<file path="config.mk">
export PLATFORM = sky130hd
export DESIGN_NAME = time_set_ctrl
export DESIGN_NICKNAME = d
export VERILOG_FILES = /design/src/rtl/time_set_ctrl.sv
export SDC_FILE = /design/constraint.sdc
export NUM_CORES = 1
export LEC_CHECK = 0
export ABC_AREA = 1
export CELL_PAD_IN_SITES_DETAIL_PLACEMENT = 2
export CELL_PAD_IN_SITES_GLOBAL_PLACEMENT = 2
export CORE_MARGIN = 5
export CORE_UTILIZATION = 40
export DETAILED_ROUTE_END_ITERATION = 10
export GPL_TIMING_DRIVEN = 0
export HOLD_SLACK_MARGIN = 0.05
export MAX_ROUTING_LAYER = met4
export PLACE_DENSITY = 0.86
export SYNTH_ARGS = -nofsm -noshare
export SYNTH_HDL_FRONTEND = slang
export SYNTH_SLANG_ARGS = --single-unit
</file>
<file path="constraint.sdc">
create_clock -name clk -period 4.8 [get_ports clk]
set_clock_uncertainty 0.05 [all_clocks]
set_input_delay 0.96 -clock clk [delete_from_list [all_inputs] [get_ports clk]]
set_output_delay 0.96 -clock clk [all_outputs]
set_load 0.05 [all_outputs]
</file>
<file path="src/rtl/time_set_ctrl.sv">
// Front-panel HH:MM entry controller for the alarm clock core: debounced buttons,
// per-digit editing with range-checked wrap, and a stretched load strobe on commit.
`timescale 1ns/1ps

module time_set_ctrl #(
    parameter int DEB_CYCLES = 4,
    parameter int LD_HOLD    = 12
) (
    input  logic       clk,
    input  logic       reset,
    input  logic       BTN_time,
    input  logic       BTN_alarm,
    input  logic       BTN_inc,
    input  logic       BTN_enter,
    input  logic       BTN_mode,
    output logic [1:0] H_set1,
    output logic [3:0] H_set0,
    output logic [3:0] M_set1,
    output logic [3:0] M_set0,
    output logic       LD_time,
    output logic       LD_alarm,
    output logic [3:0] EDIT_digit,
    output logic       Busy
);

    localparam int B_TIME  = 0;
    localparam int B_ALARM = 1;
    localparam int B_INC   = 2;
    localparam int B_ENTER = 3;
    localparam int B_MODE  = 4;

    localparam logic [7:0]    DEB_LAST  = 8'(DEB_CYCLES - 1);
    localparam int            CW        = $clog2(LD_HOLD + 1);
    localparam logic [CW-1:0] HOLD_LAST = CW'(LD_HOLD);

    typedef enum logic [2:0] {IDLE, SET_H1, SET_H0, SET_M1, SET_M0, LOAD} state_t;

    state_t        state, state_nxt;
    logic [4:0]    raw, press;
    logic          start_edit, start_alarm, inc_en, commit;
    logic          target_alarm;
    logic [CW-1:0] ld_cnt;
    logic [1:0]    w_h1;
    logic [3:0]    w_h0, w_m1, w_m0;
    logic [1:0]    h1_inc;

    function automatic logic [3:0] wrap_inc(input logic [3:0] v, input logic [3:0] top);
        return (v >= top) ? 4'd0 : v + 4'd1;
    endfunction

    assign raw = {BTN_mode, BTN_enter, BTN_inc, BTN_alarm, BTN_time};

    // Button front end: 2-FF synchronizer, debounce counter, rising-edge press pulse
    for (genvar i = 0; i < 5; i++) begin : g_btn
        logic       sync_a, sync_b, level, level_d, pulse;
        logic [7:0] cnt;

        always_ff @(posedge clk or negedge reset) begin
            if (!reset) begin
                sync_a  <= 1'b0;
                sync_b  <= 1'b0;
                level   <= 1'b0;
                level_d <= 1'b0;
                pulse   <= 1'b0;
                cnt     <= 8'd0;
            end else begin
                sync_a  <= raw[i];
                sync_b  <= sync_a;
                level_d <= level;
                pulse   <= level & ~level_d;
                if (sync_b != level) begin
                    if (cnt == DEB_LAST) begin
                        level <= sync_b;
                        cnt   <= 8'd0;
                    end else begin
                        cnt <= cnt + 8'd1;
                    end
                end else begin
                    cnt <= 8'd0;
                end
            end
        end

        assign press[i] = pulse;
    end

    // Next-state and command decode; mode beats enter beats inc inside an edit
    always_comb begin
        state_nxt   = state;
        start_edit  = 1'b0;
        start_alarm = 1'b0;
        inc_en      = 1'b0;
        commit      = 1'b0;
        case (state)
            IDLE: begin
                if (press[B_TIME]) begin
                    state_nxt  = SET_H1;
                    start_edit = 1'b1;
                end else if (press[B_ALARM]) begin
                    state_nxt   = SET_H1;
                    start_edit  = 1'b1;
                    start_alarm = 1'b1;
                end
            end
            SET_H1, SET_H0, SET_M1, SET_M0: begin
                if (press[B_MODE]) begin
                    state_nxt = IDLE;
                end else if (press[B_ENTER]) begin
                    case (state)
                        SET_H1:  state_nxt = SET_H0;
                        SET_H0:  state_nxt = SET_M1;
                        SET_M1:  state_nxt = SET_M0;
                        default: begin
                            state_nxt = LOAD;
                            commit    = 1'b1;
                        end
                    endcase
                end else if (press[B_INC]) begin
                    inc_en = 1'b1;
                end
            end
            LOAD: begin
                if (ld_cnt == HOLD_LAST) state_nxt = IDLE;
            end
            default: state_nxt = IDLE;
        endcase
    end

    always_ff @(posedge clk or negedge reset) begin
        if (!reset) state <= IDLE;
        else        state <= state_nxt;
    end

    // Committed set, load target and strobe counter
    always_ff @(posedge clk or negedge reset) begin
        if (!reset) begin
            H_set1       <= 2'd0;
            H_set0       <= 4'd0;
            M_set1       <= 4'd0;
            M_set0       <= 4'd0;
            target_alarm <= 1'b0;
            ld_cnt       <= '0;
        end else begin
            if (start_edit) target_alarm <= start_alarm;
            if (commit) begin
                H_set1 <= w_h1;
                H_set0 <= w_h0;
                M_set1 <= w_m1;
                M_set0 <= w_m0;
                ld_cnt <= '0;
            end else if (state == LOAD && ld_cnt != HOLD_LAST) begin
                ld_cnt <= ld_cnt + 1'b1;
            end
        end
    end

    assign h1_inc = 2'(wrap_inc({2'b00, w_h1}, 4'd2));

    // Working set: loaded from the committed set on entry, no reset needed
    always_ff @(posedge clk) begin
        if (start_edit) begin
            w_h1 <= H_set1;
            w_h0 <= H_set0;
            w_m1 <= M_set1;
            w_m0 <= M_set0;
        end else if (inc_en) begin
            case (state)
                SET_H1: begin
                    w_h1 <= h1_inc;
                    // Moving into the 20s must not leave an illegal 24..29
                    if (h1_inc == 2'd2 && w_h0 > 4'd3) w_h0 <= 4'd0;
                end
                SET_H0:  w_h0 <= wrap_inc(w_h0, (w_h1 == 2'd2) ? 4'd3 : 4'd9);
                SET_M1:  w_m1 <= wrap_inc(w_m1, 4'd5);
                SET_M0:  w_m0 <= wrap_inc(w_m0, 4'd9);
                default: ;
            endcase
        end
    end

    // The strobe covers the first LD_HOLD cycles of LOAD; Busy lingers one more
    assign LD_time  = (state == LOAD) && (ld_cnt != HOLD_LAST) && !target_alarm;
    assign LD_alarm = (state == LOAD) && (ld_cnt != HOLD_LAST) &&  target_alarm;
    assign Busy     = (state != IDLE);

    always_comb begin
        EDIT_digit = 4'b0000;
        case (state)
            SET_H1:  EDIT_digit = 4'b1000;
            SET_H0:  EDIT_digit = 4'b0100;
            SET_M1:  EDIT_digit = 4'b0010;
            SET_M0:  EDIT_digit = 4'b0001;
            default: EDIT_digit = 4'b0000;
        endcase
    end

endmodule
</file>
==> summary.md, run 1 <==
| Metric | Value |
|---|---|
| Status | `finished clean` |
| CP endpoint kind | `primary output` |
| Ant diodes | `0` |
| Die W | `117 microns` |
| Fin crit share | `between 70 and 80%` |
| GPL Wtd Cong | `approximately 0.78` |
| DRT Pass-1 Iters | `4` |
| Distinct cells, synth | `26` |
| Post-layout util | `47.5%` |
| Drt wl/cell | `approximately 17 microns` |
| Final net count | `565` |
| HP Class | `flop to flop` |
| Leakage | `roughly 2.5 nW` |
| Pwr Density | `between 600 and 700 mW/mm^2` |
| Share of post-route cells with drive strength above 1 | `5.66%` |
| Total track usage | `between 10% and 20%` |
| Max Cap Viol | `0` |
| Final Hold Slack | `a little under 0.3 ns` |
| Root Buffer | `clkbuf_16` |
| Startpoint types | `flop` |
| Slew margin rel. | `about three fifths` |
| Initial core utilization | `about two fifths` |
| Setup CP Type | `flop to primary output` |
| Clock buffer count from CTS | `9` |
| Non-filler cells in the finished layout | `between 600 and 700` |
| CTS Buffer Depth | `2` |
| Area grow syn2layout | `17.1%` |
| Worst setup path startpoint | `ld_cnt[0]` |
| Gr ovfl total | `0` |
| Resized Gates After CTS | `0` |
| Clk sink count | `roughly 100` |
| CTS tree | `built` |
| Clock Latency Late Sink | `0.35 ns` |
| Final instance area | `0.00540 sq mm` |
| Worst-Margin Slew | `a little under 0.6 ns` |
| Reg2reg start | `state[2]` |
| Critical path data required time | `roughly 3.8 ns` |
| Setup bufs post-CTS | `0` |
| Clock Pin Slew Worst Setup and Hold Paths | `approximately 0.070 ns` |
| Detailed-route wire length | `around 12000 microns` |
| I/O pin count | `28` |
| Hold buffer count at CTS | `0` |
| Mean Syn Cell Area | `around 9.1 sq um` |
| RSZ-0062 raised after global routing | `false` |
| DP HPWL | `~8600 microns` |
| Max H-tree Level | `3` |
| Post-Syn Nets | `~530` |
| Cells after synthesis | `slightly above 500` |
| Final antenna-violating net count | `0` |
| Area post-placement | `0.00508 sq mm` |
| Placed cell count | `676` |
| Fin. Hold Viols | `0` |
| Largest net degree at the start of global routing | `46` |
| First-pass GRT wire length | `just over 20000 microns` |
| Vias in the first global route | `4100` |
| Site Rows | `39` |
| # setup viols final | `0` |
| Final setup TNS | `0 ns` |
| Die H | `~120 microns` |
| Post-synthesis sequential area ratio | `between 50% and 60%` |
| Largest fanout on the critical path | `7` |
| Via density | `a little over 5` |
| Die Footprint | `between 0.01 and 0.015 sq mm` |
| Slew Viols, Final | `0` |
| Max VDD drop | `between 0.0004 and 0.0005 V` |
| Crit path time final | `around 3.4 ns` |
| YS warnings | `0` |
| Vias | `about 3600` |
| Port buffer count | `27` |
| Initial antenna violation count | `0` |
| Core Box Area | `0.0114 sq mm` |
| Fmax | `293 MHz` |
| Min-delay src | `g_btn[3].sync_a` |
| DRC errors left | `0` |
| DRT iter0 DRCs | `145` |
| Critical Path AT | `roughly 2.4 ns` |
| Cell area after synthesis | `roughly 0.0046 sq mm` |
| Yosys reg bits | `a little over 100` |
placed cells by master (no fill, tap or decap):
cell type,netlist,layout
buf_16,0,1
a21oi_1,14,14
inv_2,2,2
nand4_2,1,1
clkinv_4,0,1
clkbuf_1,0,1
inv_1,65,65
nand2_1,95,95
o21bai_1,1,1
inv_4,1,1
o31ai_1,2,2
o21ai_0,24,24
xor2_1,16,16
o21ai_1,10,10
nand2_4,1,1
ha_1,14,14
clkbuf_8,0,2
nor3_1,11,11
nand4_1,9,9
clkbuf_16,0,11
nand3_1,33,33
buf_4,1,2
xnor2_1,8,8
edfxtp_1,14,14
nand3_2,4,4
nor2_8,1,1
dfrtp_1,87,87
nor2_4,1,1
nor3b_1,8,8
buf_2,3,3
nor2_1,79,79
clkdlybuf4s50_1,0,26
final timing paths:
| path | endpoint | slack (ns) | cells past startpoint |
|---|---|---|---|
| setup / recovery | LD_alarm | 1.39 | 6 |
| hold / removal | g_btn[3].sync_b | 0.30 | 0 |
| setup reg to reg | w_m1[2] | 2.85 | 5 |
| hold reg to reg | g_btn[3].sync_b | 0.30 | 0 |
| max in group asynchronous | M_set1[3] | 3.52 | 2 |
| min in group asynchronous | g_btn[3].cnt[1] | 0.56 | 1 |
area by class of cell:
cell class	instances	area (sq um)
plain buffers	4	22.5
clock buffers	14	307
clock inverters	1	8.76
fillers	1231	5970
inverters	68	258
multi-input cells	332	1730
flip-flops and latches	101	2600
well taps	143	179
repair buffers	28	295
cell families (layout without fill, tap and decap cells):
| kind of cell | count (synthesis) | after routing | share of synthesized area [%] |
|---|---|---|---|
| fa+ha+maj | 14 | 14 | 3.80 |
| xor+xnor | 24 | 24 | 4.56 |
| buf+inv | 72 | 115 | 6.08 |
| compound gates | 51 | 51 | 5.70 |
| flops | 101 | 101 | 56.3 |
| simple gates | 243 | 243 | 23.5 |
critical path: stages, from the launching register on:
cell and delay, ns:
dfrtp_1 0.38, inv_1 0.09, ha_1 0.21, nand3_1 0.09
nand3_2 0.18, nor2_1 0.24, clkdlybuf4s50_1 0.85
Yosys cell counts (all sizes together):
master  instances  share of area (%)
a21oi          14                1.5
buf             4               0.49
dfrtp          87                 47
edfxtp         14                9.1
ha             14                3.8
inv            68                5.6
nand2          96                8.0
nand3          37                4.5
nand4          10                1.5
nor2           81                7.1
nor3           11                1.2
nor3b           8                1.3
o21ai          34                3.7
o21bai          1               0.16
o31ai           2               0.33
xnor2           8                1.5
xor2           16                3.0
per-stage QoR:
stage,setup WS [ns],total power [mW]
2_1_floorplan,2.32,2.13
3_3_place_gp,-0.584,2.45
5_1_grt,1.29,3.54
3_5_place_dp,1.78,2.58
6_report,1.39,3.32
4_1_cts,1.37,3.38
per-layer routing:
layer / track usage [%] / wire (microns)
met3: 5.05 / 333
met5: - / 0
met4: 5.66 / 205
met2: 34.0 / 6590
met1: 20.0 / 4870
sequential cells by signal (all words and copies together), names as in the netlist, 5 cells and up:
signal,cells
g_btn.cnt,40
g_btn.level,5
g_btn.level_d,5
g_btn.pulse,5
g_btn.sync_a,5
g_btn.sync_b,5
power by group:
group	switching (mW)	internal, mW	leakage (nW)	total [mW]
Clock	0.321	0.442	0.155	0.763
Sequential	0.203	1.12	1.26	1.32
Combinational	0.849	0.383	1.13	1.23
Total	1.37	1.94	2.54	3.32
Note: power is estimated with default switching activity, not from simulation.
==> inputs of run 2 (changes only) <==
Settings changed: CORE_UTILIZATION 40 to 34, PLACE_DENSITY 0.86 to 0.78.
Clock period 4.8 ns to 3 ns, I/O delays scaled along.
==> summary.md, run 2 (synthesis gave the netlist of run 1 again) <==
| Metric | Value |
|---|---|
| Status | `finished clean` |
| Worst-Margin Slew | `0.573 ns (-0.0230 ns)` |
| Pwr Density | `973 mW/mm^2 (+58%)` |
| GPL Wtd Cong | `0.791 (+1.8%)` |
| Setup slack, reg-to-reg | `1.04 ns (-1.81 ns)` |
| First-pass GRT wire length | `20100 microns (-1.2%)` |
| Initial core utilization | `34.7% (-5.9 points)` |
| Clk sink count | `101 (unchanged)` |
| Clock buffer count from CTS | `9 (unchanged)` |
| Largest Register | `g_btn.cnt` |
| Slew Viols, Final | `0 (unchanged)` |
| HP Class | `primary input to async pin` |
| Setup CP Type | `flop to primary output` |
| Vias in the first global route | `4102 (+0.049%)` |
| Number of flip-flops under the largest register name | `40 (unchanged)` |
| Site Rows | `42 (+7.7%)` |
| Largest net degree at the start of global routing | `47 (+2.2%)` |
| Fin. Hold Viols | `0 (unchanged)` |
| Leakage | `2.59 nW (+1.6%)` |
| Final instance area | `0.00546 sq mm (+1.1%)` |
| Critical path data required time | `2.35 ns (-1.44 ns)` |
| Clock Latency Late Sink | `0.35 ns (about the same)` |
| Fmax | `351 MHz` |
| Reg2reg start | `state[0]` |
| Slew margin rel. | `61.8% (+1.5 points)` |
| CTS Buffer Depth | `2 (unchanged)` |
| Area post-placement | `0.00513 sq mm (+0.81%)` |
| Max Cap Viol | `0 (unchanged)` |
| Clock Pin Slew Worst Setup and Hold Paths | `0.07 ns (about the same)` |
| Share of post-route cells with drive strength above 1 | `5.83% (+0.17 points)` |
| DRC errors left | `0 (unchanged)` |
| DRT Pass-1 Iters | `4 (unchanged)` |
| Detailed-route wire length | `11400 microns (-4.9%)` |
| Gr ovfl total | `0 (unchanged)` |
| Core Box Area | `0.0133 sq mm (+17%)` |
| Final antenna-violating net count | `0 (unchanged)` |
| I/O pin count | `28 (unchanged)` |
| Fillers | `1446 (+17%)` |
| Ant diodes | `0 (unchanged)` |
| Fin crit share | `roughly 95%` |
| Via density | `4.86 (-6.1%)` |
| Max H-tree Level | `3 (unchanged)` |
| Critical Path AT | `2.20 ns (-0.20 ns)` |
| Most frequent cells in the layout | `95 x nand2_1, 87 x dfrtp_1, 79 x nor2_1, 65 x inv_1, 33 x nand3_1` |
| CTS tree | `built` |
| DRT iter0 DRCs | `81 (-44%)` |
| Die H | `126 microns (+7.7%)` |
| # setup viols final | `0 (unchanged)` |
| DP HPWL | `8460 microns (-1.7%)` |
| Startpoint types | `flop` |
| Initial antenna violation count | `0 (unchanged)` |
| Most common cell after layout, fill and taps aside | `nand2_1` |
| Non-filler cells in the finished layout | `725 (+4.9%)` |
| CP endpoint kind | `primary output` |
| Die W | `126 microns (+7.7%)` |
| Area grow syn2layout | `18.4%` |
| Final Hold Slack | `0.192 ns (-0.106 ns)` |
| Reg2reg end | `w_m0[3]` |
| Worst Reg-to-Reg Cells | `5 (unchanged)` |
| Placed cell count | `709 (+4.9%)` |
| Port buffer count | `27 (unchanged)` |
| Vias | `3521 (-1.4%)` |
| Crit path time final | `between 2 and 3 ns` |
| Max VDD drop | `0.000280 V (-42%)` |
| RSZ-0062 raised after global routing | `false` |
| Hold buffer count at CTS | `0 (unchanged)` |
| Root Buffer | `clkbuf_16` |
| Final net count | `565 (unchanged)` |
| Die Footprint | `0.0160 sq mm (+16%)` |
| Drt wl/cell | `15.7 microns (-9.4%)` |
| Largest fanout on the critical path | `4 (-3)` |
| Total track usage | `16.0% (-2.8 points)` |
## run 2: cell types whose count changed in the layout (fill, tap and decap cells not counted), sizes merged
cell           delta
bufinv            +2
clkbuf            -2
clkdlybuf4s50     -2
clkinv            +1
dlymetal6s2s      +2
## run 2: how the worst max path moves through the flow
stage / start / endpoint / depth (start not counted)
finish: state[0] / EDIT_digit[1] / 5
global route: state[0] / EDIT_digit[1] / 5
global placement: reset / M_set0[2] / 1
floorplan: ld_cnt[0] / LD_alarm / 5
CTS: ld_cnt[0] / LD_time / 6
detailed placement: ld_cnt[0] / LD_time / 6
## run 2: worst max-delay path: stages (launching register included)
cell and delay (ns):
dfrtp_1 0.42, inv_1 0.12, nor2_1 0.19, inv_1 0.06, nor2_1 0.21, clkdlybuf4s50_1 0.85
## run 2: cell type report
| type | instances | area, sq um | area share [%] |
|---|---|---|---|
| Tap cell | 176 | 220 | 4.03 |
| Buffer | 4 | 22.5 | 0.413 |
| Timing Repair Buffer | 28 | 300 | 5.50 |
| Inverter | 68 | 258 | 4.72 |
| Clock buffer | 12 | 256 | 4.70 |
| Sequential cell | 101 | 2600 | 47.6 |
| Clock inverter | 4 | 70.1 | 1.28 |
| Multi-Input combinational cell | 332 | 1730 | 31.8 |
## run 2: metal layers
layer	routed length [microns]	global-route usage, %	share of wire, %
met4	233	6.18	2.0
met5	0	-	0
met1	4760	17.5	42
met3	348	3.07	3.0
met2	6070	28.7	53
## run 2: report_power, final
part	switching, mW	leakage (nW)	internal (mW)
sequential	0.306	1.26	1.79
clock	0.507	0.163	0.774
combinational	1.32	1.17	0.612
total	2.14	2.59	3.18
## run 2: through the flow
stage                     util (%)  TNS [ns]  worst slack (ns)  power [mW]
final                         41.1         0             0.153        5.31
after global routing          41.1         0            0.0342        5.71
after CTS                     41.0         0            0.0407        5.42
after detailed placement      38.6         0             0.442        4.09
after global placement        38.4   -174.56             -2.01        3.93
after floorplan                  -         0             0.878        3.40
## run 2: repair_timing
action / in CTS / in global routing
resized for setup: 0 / 2
endpoints found under the setup margin: 0 / 2
buffers inserted: 0 / 0
==> inputs of run 3 (changes only) <==
Settings changed: SKIP_LAST_GASP set to 1.
==> results of run 3 <==
No change in the layout: final DEF, timing and power equal those of run 2.
